--- src/rtl/intr_ctx_sequencer_if.sv ---
// Memory port owned by the interrupt/context sequencer while it stalls the pipeline.
// The sequencer drives address/strobes; the memory returns read data in the same cycle.
interface intr_ctx_sequencer_if #(
  parameter int AW = 8
);
  logic          mem_en;
  logic          mem_we;
  logic [AW-1:0] mem_addr;
  logic [AW-1:0] mem_wdata;
  logic [AW-1:0] mem_rdata;

  modport master (
    output mem_en, mem_we, mem_addr, mem_wdata,
    input  mem_rdata
  );

  modport slave (
    input  mem_en, mem_we, mem_addr, mem_wdata,
    output mem_rdata
  );
endinterface

--- src/rtl/intr_ctx_sequencer.sv ---
// Reset/interrupt/RTI sequencer: loads the vectors, pushes PC and flags onto the stack,
// and pops them back on RTI, stalling fetch/decode whenever it owns memory.
module intr_ctx_sequencer #(
  parameter int AW           = 8,
  parameter int FLAG_W       = 4,
  parameter int RST_VEC_ADDR = 0,
  parameter int INT_VEC_ADDR = 1
) (
  input  logic                  clk,
  input  logic                  rst,
  input  logic                  i_ext_rst_req,
  input  logic                  i_intr_req,
  input  logic                  i_instr_boundary,
  input  logic                  i_rti_req,
  input  logic [AW-1:0]         i_pc_in,
  input  logic [FLAG_W-1:0]     i_flags_in,
  input  logic [AW-1:0]         i_sp_in,
  output logic                  o_sp_wr_en,
  output logic [AW-1:0]         o_sp_wr_data,
  intr_ctx_sequencer_if.master  bus,
  output logic                  o_project_rst_out,
  output logic                  o_intr_out,
  output logic                  o_intr_ack,
  output logic                  o_ret_valid,
  output logic [AW-1:0]         o_ret_addr,
  output logic                  o_flags_rest_en,
  output logic [FLAG_W-1:0]     o_flags_rest,
  output logic                  o_stall
);

  typedef enum logic [2:0] {
    S_RSTV,
    S_IDLE,
    S_PUSH_PC,
    S_PUSH_FL,
    S_INTV,
    S_POP_FL,
    S_POP_PC
  } state_t;

  localparam logic [AW-1:0] L_RST_VEC = AW'(RST_VEC_ADDR);
  localparam logic [AW-1:0] L_INT_VEC = AW'(INT_VEC_ADDR);

  state_t            r_state;
  state_t            w_state_nxt;
  logic [AW-1:0]     r_sp_w;
  logic [AW-1:0]     r_saved_pc;
  logic [FLAG_W-1:0] r_saved_fl;
  logic [AW-1:0]     w_sp_dec;
  logic [AW-1:0]     w_sp_inc;
  logic              w_take_rti;
  logic              w_take_intr;

  // Stack pointer arithmetic wraps modulo 2^AW by construction.
  assign w_sp_dec    = r_sp_w - 1'b1;
  assign w_sp_inc    = r_sp_w + 1'b1;
  assign w_take_rti  = (r_state == S_IDLE) && !i_ext_rst_req && i_rti_req;
  assign w_take_intr = (r_state == S_IDLE) && !i_ext_rst_req && !i_rti_req &&
                       i_intr_req && i_instr_boundary;

  // NOTE: sequential state uses non-blocking assignments so every register samples pre-edge values.
  always_ff @(posedge clk or posedge rst) begin
    if (rst) r_state <= S_RSTV;
    else     r_state <= w_state_nxt;
  end

  always_ff @(posedge clk or posedge rst) begin
    if (rst) begin
      r_sp_w     <= '0;
      r_saved_pc <= '0;
      r_saved_fl <= '0;
    end else begin
      if (w_take_rti) begin
        r_sp_w <= i_sp_in;
      end else if (w_take_intr) begin
        r_sp_w     <= i_sp_in;
        r_saved_pc <= i_pc_in;
        r_saved_fl <= i_flags_in;
      end else begin
        case (r_state)
          S_PUSH_PC, S_PUSH_FL: r_sp_w <= w_sp_dec;
          S_POP_FL, S_POP_PC:   r_sp_w <= w_sp_inc;
          default:              r_sp_w <= r_sp_w;
        endcase
      end
    end
  end

  // External reset preempts every state, including a half-finished push or pop.
  always_comb begin
    w_state_nxt = r_state;
    if (i_ext_rst_req) begin
      w_state_nxt = S_RSTV;
    end else begin
      case (r_state)
        S_RSTV:    w_state_nxt = S_IDLE;
        S_IDLE: begin
          if (w_take_rti)       w_state_nxt = S_POP_FL;
          else if (w_take_intr) w_state_nxt = S_PUSH_PC;
        end
        S_PUSH_PC: w_state_nxt = S_PUSH_FL;
        S_PUSH_FL: w_state_nxt = S_INTV;
        S_INTV:    w_state_nxt = S_IDLE;
        S_POP_FL:  w_state_nxt = S_POP_PC;
        S_POP_PC:  w_state_nxt = S_IDLE;
        default:   w_state_nxt = S_RSTV;
      endcase
    end
  end

  // NOTE: every output gets a default before the case so no path infers a latch.
  always_comb begin
    o_sp_wr_en        = 1'b0;
    o_sp_wr_data      = '0;
    bus.mem_en        = 1'b0;
    bus.mem_we        = 1'b0;
    bus.mem_addr      = '0;
    bus.mem_wdata     = '0;
    o_project_rst_out = 1'b0;
    o_intr_out        = 1'b0;
    o_intr_ack        = 1'b0;
    o_ret_valid       = 1'b0;
    o_ret_addr        = '0;
    o_flags_rest_en   = 1'b0;
    o_flags_rest      = '0;
    o_stall           = (r_state != S_IDLE);
    case (r_state)
      S_RSTV: begin
        bus.mem_en        = 1'b1;
        bus.mem_addr      = L_RST_VEC;
        o_project_rst_out = 1'b1;
      end
      S_PUSH_PC: begin
        bus.mem_en    = 1'b1;
        bus.mem_we    = 1'b1;
        bus.mem_addr  = r_sp_w;
        bus.mem_wdata = r_saved_pc;
        o_sp_wr_en    = 1'b1;
        o_sp_wr_data  = w_sp_dec;
      end
      S_PUSH_FL: begin
        bus.mem_en    = 1'b1;
        bus.mem_we    = 1'b1;
        bus.mem_addr  = r_sp_w;
        bus.mem_wdata = AW'(r_saved_fl);
        o_sp_wr_en    = 1'b1;
        o_sp_wr_data  = w_sp_dec;
      end
      S_INTV: begin
        bus.mem_en   = 1'b1;
        bus.mem_addr = L_INT_VEC;
        o_intr_out   = 1'b1;
        o_intr_ack   = 1'b1;
      end
      S_POP_FL: begin
        bus.mem_en      = 1'b1;
        bus.mem_addr    = w_sp_inc;
        o_flags_rest    = bus.mem_rdata[FLAG_W-1:0];
        o_flags_rest_en = 1'b1;
        o_sp_wr_en      = 1'b1;
        o_sp_wr_data    = w_sp_inc;
      end
      S_POP_PC: begin
        bus.mem_en   = 1'b1;
        bus.mem_addr = w_sp_inc;
        o_ret_addr   = bus.mem_rdata;
        o_ret_valid  = 1'b1;
        o_sp_wr_en   = 1'b1;
        o_sp_wr_data = w_sp_inc;
      end
      default: ;
    endcase
  end

endmodule

--- src/flat_wrapper.sv ---
// flat-port wrapper written by rule: the top's interface ports become plain ports
module intr_ctx_sequencer_flat 
#(
  parameter int AW           = 8,
  parameter int FLAG_W       = 4,
  parameter int RST_VEC_ADDR = 0,
  parameter int INT_VEC_ADDR = 1
)
  (clk, rst, i_ext_rst_req, i_intr_req, i_instr_boundary, i_rti_req, i_pc_in, i_flags_in, i_sp_in, o_sp_wr_en, o_sp_wr_data, o_project_rst_out, o_intr_out, o_intr_ack, o_ret_valid, o_ret_addr, o_flags_rest_en, o_flags_rest, o_stall, bus_mem_en, bus_mem_we, bus_mem_addr, bus_mem_wdata, bus_mem_rdata);
  intr_ctx_sequencer_if #(.AW(AW)) bus_i ();
  input  logic clk;
  input  logic rst;
  input  logic i_ext_rst_req;
  input  logic i_intr_req;
  input  logic i_instr_boundary;
  input  logic i_rti_req;
  input  logic [AW-1:0] i_pc_in;
  input  logic [FLAG_W-1:0] i_flags_in;
  input  logic [AW-1:0] i_sp_in;
  output logic o_sp_wr_en;
  output logic [AW-1:0] o_sp_wr_data;
  output logic o_project_rst_out;
  output logic o_intr_out;
  output logic o_intr_ack;
  output logic o_ret_valid;
  output logic [AW-1:0] o_ret_addr;
  output logic o_flags_rest_en;
  output logic [FLAG_W-1:0] o_flags_rest;
  output logic o_stall;
  output wire logic [$bits(bus_i.mem_en)-1:0] bus_mem_en;
  output wire logic [$bits(bus_i.mem_we)-1:0] bus_mem_we;
  output wire logic [$bits(bus_i.mem_addr)-1:0] bus_mem_addr;
  output wire logic [$bits(bus_i.mem_wdata)-1:0] bus_mem_wdata;
  input wire logic [$bits(bus_i.mem_rdata)-1:0] bus_mem_rdata;
  assign bus_mem_en = bus_i.mem_en;
  assign bus_mem_we = bus_i.mem_we;
  assign bus_mem_addr = bus_i.mem_addr;
  assign bus_mem_wdata = bus_i.mem_wdata;
  assign bus_i.mem_rdata = bus_mem_rdata;
  intr_ctx_sequencer #(.AW(AW), .FLAG_W(FLAG_W), .RST_VEC_ADDR(RST_VEC_ADDR), .INT_VEC_ADDR(INT_VEC_ADDR)) u_core (.clk(clk), .rst(rst), .i_ext_rst_req(i_ext_rst_req), .i_intr_req(i_intr_req), .i_instr_boundary(i_instr_boundary), .i_rti_req(i_rti_req), .i_pc_in(i_pc_in), .i_flags_in(i_flags_in), .i_sp_in(i_sp_in), .o_sp_wr_en(o_sp_wr_en), .o_sp_wr_data(o_sp_wr_data), .bus(bus_i), .o_project_rst_out(o_project_rst_out), .o_intr_out(o_intr_out), .o_intr_ack(o_intr_ack), .o_ret_valid(o_ret_valid), .o_ret_addr(o_ret_addr), .o_flags_rest_en(o_flags_rest_en), .o_flags_rest(o_flags_rest), .o_stall(o_stall));
endmodule
--- config.mk ---
export PLATFORM = sky130hd
export DESIGN_NAME = intr_ctx_sequencer_flat
export DESIGN_NICKNAME = d
export VERILOG_FILES = /design/src/rtl/intr_ctx_sequencer_if.sv /design/src/rtl/intr_ctx_sequencer.sv /design/src/flat_wrapper.sv
export SDC_FILE = /design/constraint.sdc
export NUM_CORES = 1
export LEC_CHECK = 0
export ABC_AREA = 1
export BUFFER_PORTS_ARGS = -buffer_cell sky130_fd_sc_hd__buf_2
export CAP_MARGIN = 10
export CORE_MARGIN = 2
export CORE_UTILIZATION = 52
export CTS_BUF_LIST = sky130_fd_sc_hd__clkbuf_16
export CTS_CLUSTER_SIZE = 8
export DETAILED_ROUTE_END_ITERATION = 10
export PLACE_DENSITY = 0.83
export RECOVER_POWER = 50
export SLEW_MARGIN = 20
export SYNTH_ARGS = -nofsm -noshare
export SYNTH_HDL_FRONTEND = slang
export SYNTH_SLANG_ARGS = --single-unit
--- constraint.sdc ---
create_clock -name clk -period 2.33 [get_ports clk]
set_input_delay 0.466 -clock clk [delete_from_list [all_inputs] [get_ports clk]]
set_output_delay 0.466 -clock clk [all_outputs]
set_load 0.02 [all_outputs]
Word-level counts from Yosys, hierarchy flattened:

Index checks and enable logic that the tools add are counted.

* flip-flop bits (word level): 23
* bits in latches: 0
* RAM bits: 0
* memory bits (read-only): 0
* input port bits: 34
* output and inout port bits: 45
* word-level logic and storage cells: 49
* memories kept: 0

* add/subtract/negate cells: 2
* $mul: 0
* div/mod/pow operators: 0
* magnitude comparators: 0
* equality and inequality tests: 8
* shift-type cells: 0
* mux-type cells: 19
* bitwise logic cells: 1
* reduce and logical (&&, ||, !) cells: 15

Operators by type and width (count)
* 8-bit case mux with 2 select lines: 3
* 8-bit 2-to-1 mux: 3
* 8-bit case mux with 3 select lines: 1
* 3-bit case mux with 5 select lines: 1
* 3-bit == test (second input constant): 3
* 3-bit 2-to-1 mux: 3
* 8-bit by 1-bit adder with 8-bit output (second input constant): 1
* 8-bit by 1-bit subtractor with 8-bit output (second input constant): 1
* 1-bit 2-to-1 mux: 7
* 3-bit by 2-bit == test with 1-bit output (second input constant): 2
* 6-bit OR reduction: 1
* 1-bit logical AND: 5
* 4-bit 2-to-1 mux: 1
* 4-bit by 2-bit inequality test with 1-bit output (second input constant): 1
* 4-bit nonzero test: 1
* 2-bit OR reduction: 2
* 4-bit OR reduction: 1
* 3-bit by 1-bit == test with 1-bit output (second input constant): 1
* 3-bit zero test: 1
* 3-bit by 1-bit inequality test with 1-bit output (second input constant): 1
* 3-bit OR reduction: 1
* 1-bit zero test: 2
* 2-bit AND reduction: 1
* 1-bit inverter: 1

Depth between registers and ports, before layout:

* depth in word-level cells: 9
* mapped depth: 11

Least setup slack after synthesis:

OpenSTA, ideal clock, no wires.

* kind: register to output
* start point: register u_core.r_state[1]
* end point: output bus_mem_addr[0]
* arrival: 1419 ps
* path slack: 445 ps
* cell stages (with the launch flop): 6
* buffers on the path: 1
* cells stage by stage: dfrtp_1 inv_2 nor2_4 inv_2 buf_6 o21ai_0

* word-level cells in the longest chain between the ends: 3

RTL lines
* start, declared: line intr_ctx_sequencer.sv:44 `state_t r_state;`
* start signal, assigned: line intr_ctx_sequencer.sv:64 `else r_state <= w_state_nxt;`
* 3-bit == test / 3-bit by 2-bit == test with 1-bit output (equally long branches): line intr_ctx_sequencer.sv:127 `case (r_state)`
* 2-bit OR reduction (no line)
* 8-bit case mux with 3 select lines (*): line intr_ctx_sequencer.sv:127
* end, declared: line flat_wrapper.sv:32 `output wire logic [$bits(bus_i.mem_addr)-1:0] bus_mem_addr;`

Mark *: on every way between the ends. The rest lies on a longest branch, timed or not.

Final worst setup path:

* start point: register u_core.r_sp_w[0]
* end point: output o_sp_wr_data[6]

* word-level cells in the longest chain between the ends: 2

RTL lines
* start, declared: line intr_ctx_sequencer.sv:46 `logic [AW-1:0] r_sp_w;`
* start signal, assigned: line intr_ctx_sequencer.sv:74 `r_sp_w <= i_sp_in;`
* start signal, assigned: line intr_ctx_sequencer.sv:76 `r_sp_w <= i_sp_in;`
* start signal, assigned: line intr_ctx_sequencer.sv:81 `S_PUSH_PC, S_PUSH_FL: r_sp_w <= w_sp_dec;`
* 8-bit by 1-bit adder with 8-bit output / 8-bit by 1-bit subtractor with 8-bit output (equally long branches): line intr_ctx_sequencer.sv:56, intr_ctx_sequencer.sv:55
* 8-bit case mux with 2 select lines (*): line intr_ctx_sequencer.sv:127
* end, declared: line flat_wrapper.sv:21 `output logic [AW-1:0] o_sp_wr_data;`

Marked as above.

==> impl.org <==
** Run status
- The run finished with clean final reports.

** Route
- Via-to-Cell Ratio :: 4.87
- The first detailed-routing pass ran for 4 iterations.
- The detail route stage leaves a number of antenna-violating nets equal to 0.
- After the first detailed-routing iteration, the DRC count stood at 139.
- The routed layout has 1919 vias.
- After detailed routing, the average wire length per cell comes to 11.6 um.
- Number of design rule violations left after detail routing :: 0
- After detailed routing, the total wire length is 4590 um.

** Setup path
- Kind of cell adding the most delay to the critical path :: flip-flops
- Crit path required time :: 1.86 ns
- The slowest stage of the critical path belongs to the cell dfrtp_2.
- The setup check on the worst reg-to-reg path leaves a slack of 0.21 ns.
- STA puts the critical path data arrival time at 1.70 ns.
- STA classifies the critical path endpoint as a primary output.
- Classification of the worst setup path :: reg -> out
- In this run the critical register-to-register path is captured at u_core.r_sp_w[3].
- Buffers plus inverters on the worst setup path :: 3
- In this run the worst path has a maximum fanout of 5.
- The startpoint identified for the worst register-to-register timing path is u_core.r_state[2].
- Slowest Stage Delay on Critical Path :: 0.44 ns
- The signal on the critical path passes through inv_1 > ha_1 > inv_1 > nor2_1 > nand2_1 > o21ai_1 > nand2_1 > nand2_1 > buf_2.
- The worst setup path is launched from a register.
- The most numerous cell type found on the critical path is nand2_1.
- The number of cells on the worst reg-to-reg path is 7.

** Clock network
- The root buffer cell chosen for the clock tree is clkbuf_16.
- Counting every sink on the clock net gives 23.
- TritonCTS built the clock tree.
- The later pin in the worst-skew pair is clocked with a latency of 0.26 ns.
- CTS built an H-tree with a depth of 1.
- After clock tree synthesis, the clock-pin slew on the worst setup and hold paths is 0.06 ns.
- The clock passes through at most 2 buffers.
- Buffers inserted during clock tree synthesis total 3.

** Synthesis
- The synthesized netlist devotes 0.468% of its cell area to XOR and XNOR gates.
- Net count after synthesis :: 307
- After Yosys synthesis, full adders, half adders and majority gates account for 1.34% of the synthesized area.
- The share of the Yosys chip area taken by registers is 30.7%.
- Multiplexer cells account for 2.20% of the synthesized area.
- After synthesis the cells add up to 0.00187 sq mm.
- Compound-cell area share of the yosys netlist :: 12.9%
- Synth warn :: 0
- Post-synthesis cell type count :: 33
- After Yosys synthesis, and, or, nand and nor cells account for 38.3% of the synthesized area.
- By area, the combinational part of the netlist is dominated by simple AND/OR/NAND/NOR gates.
- The synthesized design contains 23 register bits.
- Per-instance average area after synthesis :: 6.91 sq um
- Synthesized instance count :: 271

** Die
- After floorplanning, the core was divided into 21 placement rows.
- Placeable core region :: 0.00339 sq mm
- The die is 64.0 um wide.
- In this run the count of I/O pins placed on the die edge is 79.
- Area of the die :: 0.00410 sq mm
- The die is 64.0 um tall.
- Starting Density :: 55.3%

** Worst hold path
- The worst hold path belongs to the class in -> reg.
- Counting instances, the worst hold path has a depth of 2.
- The worst hold path begins at i_ext_rst_req.
- Terminating pin of the worst hold path :: u_core.r_state[2]

** STA
- Fin Setup TNS :: 0 ns
- The clock period could shrink to 2.16 ns.
- Headroom to the max-slew limit came out at 14.8%.
- Maximum frequency from static timing analysis :: 463 MHz
- Setup repair after global routing left no endpoint under its margin.
- The max-slew violation count came to 0.
- Clock skew on the completed layout was measured at 0.00245 ns.
- Number of endpoints with negative hold slack in the final report :: 0
- Hold slack final :: 0.391 ns
- Minimum setup slack in the final design :: 0.168 ns
- At the pin with the least slew margin, the transition time is 1.28 ns.
- Share of the clock period used by the worst path :: 92.8%
- Setup-failing EPs final :: 0

** Power
- Registers are responsible for 26.4% of the overall power.
- Clock Power Share :: 12.7%
- For this design the total switching power over the nets is 1.51 mW.
- Switching share of power :: 51.1%
- Cell-internal power :: 1.44 mW
- Across the VDD grid, the largest voltage drop is 0.678 mV.
- Power spread over the standard cell area amounts to 1270 mW/mm^2.
- Static power due to leakage :: 1.43 nW
- Combinational cell fraction of total power :: 60.9%

** Global routing
- The via count of the first global-routing pass is 1772.
- Entering global routing, the biggest net connects 24 pins.
- Global routing usage summed across all routing layers :: 24.3%
- First-pass GRT wire length :: 8010 um
- The total overflow left after global routing is 0.
- The number of antenna violations at the first check in global routing is 0.

** Cells and area
- For this run, the share of the core covered by cells in the final layout is 68.3%.
- Final cell count without fillers :: 394
- Fin nets :: 385
- The repair_antennas step left the layout with diodes totalling 0.
- In the final layout, the share of cells above drive strength 1 is 31.3%.
- Compared with the post-synthesis result, the final layout area differs by 23.6%.

** Placed design
- Summed over all nets, the half-perimeter wirelength after detailed placement is 3470 um.
- The congestion estimate from routability-driven global placement came to 0.967.
- In this run the tool buffered the top-level ports with 78 buffer cells.
- Post-Place Setup Slack :: 0.395 ns
- In this run, placement finished with an instance count of 390.

** Run
- The tool flagged a number of max-cap violations equal to 0.
==> placed cells by master, fill, tap and decap left out, types with 2 or more instances in the layout <==
master     instances
nor2_8             2
nor2_1            49
buf_2             76
o22ai_2            2
ha_1               2
inv_2              3
nand2_8            2
dfrtp_1           21
inv_1             43
o21ai_2            4
nand2_1           63
dfrtp_2            2
o21ai_0           13
clkbuf_1           4
o21ai_1            3
clkbuf_16          3
a21oi_1           12
nand3_1           25
nor2_4             3
inv_4              2
==> logic make-up (layout without fill, tap and decap cells) <==
kind of cell    Yosys count  count (layout)
simple gates            148             148
buf+inv                  57             134
compound gates           37              37
flops                    23              23
mux                       3               3
fa+ha+maj                 2               2
xor+xnor                  1               1
==> Yosys cell counts (all sizes together) <==
| library cell | n | area share, % |
|---|---|---|
| nand2 | 66 | 16 |
| nor2 | 55 | 14 |
| inv | 49 | 10 |
| nand3 | 26 | 8.3 |
| dfrtp | 23 | 31 |
| o21ai | 20 | 6.7 |
| a21oi | 13 | 4.1 |
| buf | 7 | 3.5 |
| mux2 | 3 | 2.2 |
| ha | 2 | 1.3 |
| o22ai | 2 | 1.3 |
| a31oi | 1 | 0.33 |
| clkbuf | 1 | 0.20 |
| o211ai | 1 | 0.40 |
| or2 | 1 | 0.33 |
| xor2 | 1 | 0.47 |
==> power groups by stage <==
stage	logic (mW)	clock network [mW]	registers [mW]
floorplan	1.47	0	0.709
global placement	1.79	0	0.769
detailed placement	1.83	0	0.781
CTS	1.84	0.382	0.776
global route	2.01	0.399	0.811
finish	1.80	0.376	0.779
==> flip-flops by register name, summed over array words and instances (netlist names) <==
name and cells:
u_core.r_saved_pc 8, u_core.r_sp_w 8, u_core.r_saved_fl 4, u_core.r_state 3
==> metrics by stage <==
stage / area, sq um / power, mW
after global routing: 2310 / 3.22
after detailed placement: 2270 / 2.61
after global placement: 2270 / 2.56
after CTS: 2350 / 3.00
after floorplan: 1870 / 2.18
final: 2310 / 2.95
==> layout make-up <==
type | count | area, sq um
inverters | 49 | 194
repair buffers | 81 | 403
multi-input cells | 191 | 1000
well taps | 46 | 57.6
clock inverters | 1 | 5.00
fillers | 304 | 1070
flip-flops and latches | 23 | 578
clock buffers | 3 | 75.1
==> worst max-delay path by stage <==
stage,slack [ns],cells after the start,startpoint,end
final,0.17,9,u_core.r_sp_w[0],o_sp_wr_data[6]
after global routing,0.008,7,u_core.r_state[2],u_core.r_sp_w[3]
after floorplan,0.44,5,u_core.r_state[1],bus_mem_addr[0]
after detailed placement,0.39,9,u_core.r_sp_w[0],o_sp_wr_data[6]
after global placement,0.43,9,u_core.r_sp_w[0],o_sp_wr_data[6]
after CTS,0.11,7,u_core.r_state[0],bus_mem_addr[6]
==> routing by layer <==
layer	track usage, %	part of all wire, %
met2	41.0	51
met3	4.93	6.1
met5	0	0
met4	4.89	0.46
met1	32.1	42
==> timing repair <==
| action | in CTS | in global routing |
|---|---|---|
| buffers inserted | 0 | 0 |
| hold buffers | 0 | 0 |
| gates resized for setup | 0 | 3 |
| setup endpoints to repair | 0 | 5 |
No activity file was read; power rests on OpenSTA's default activity.
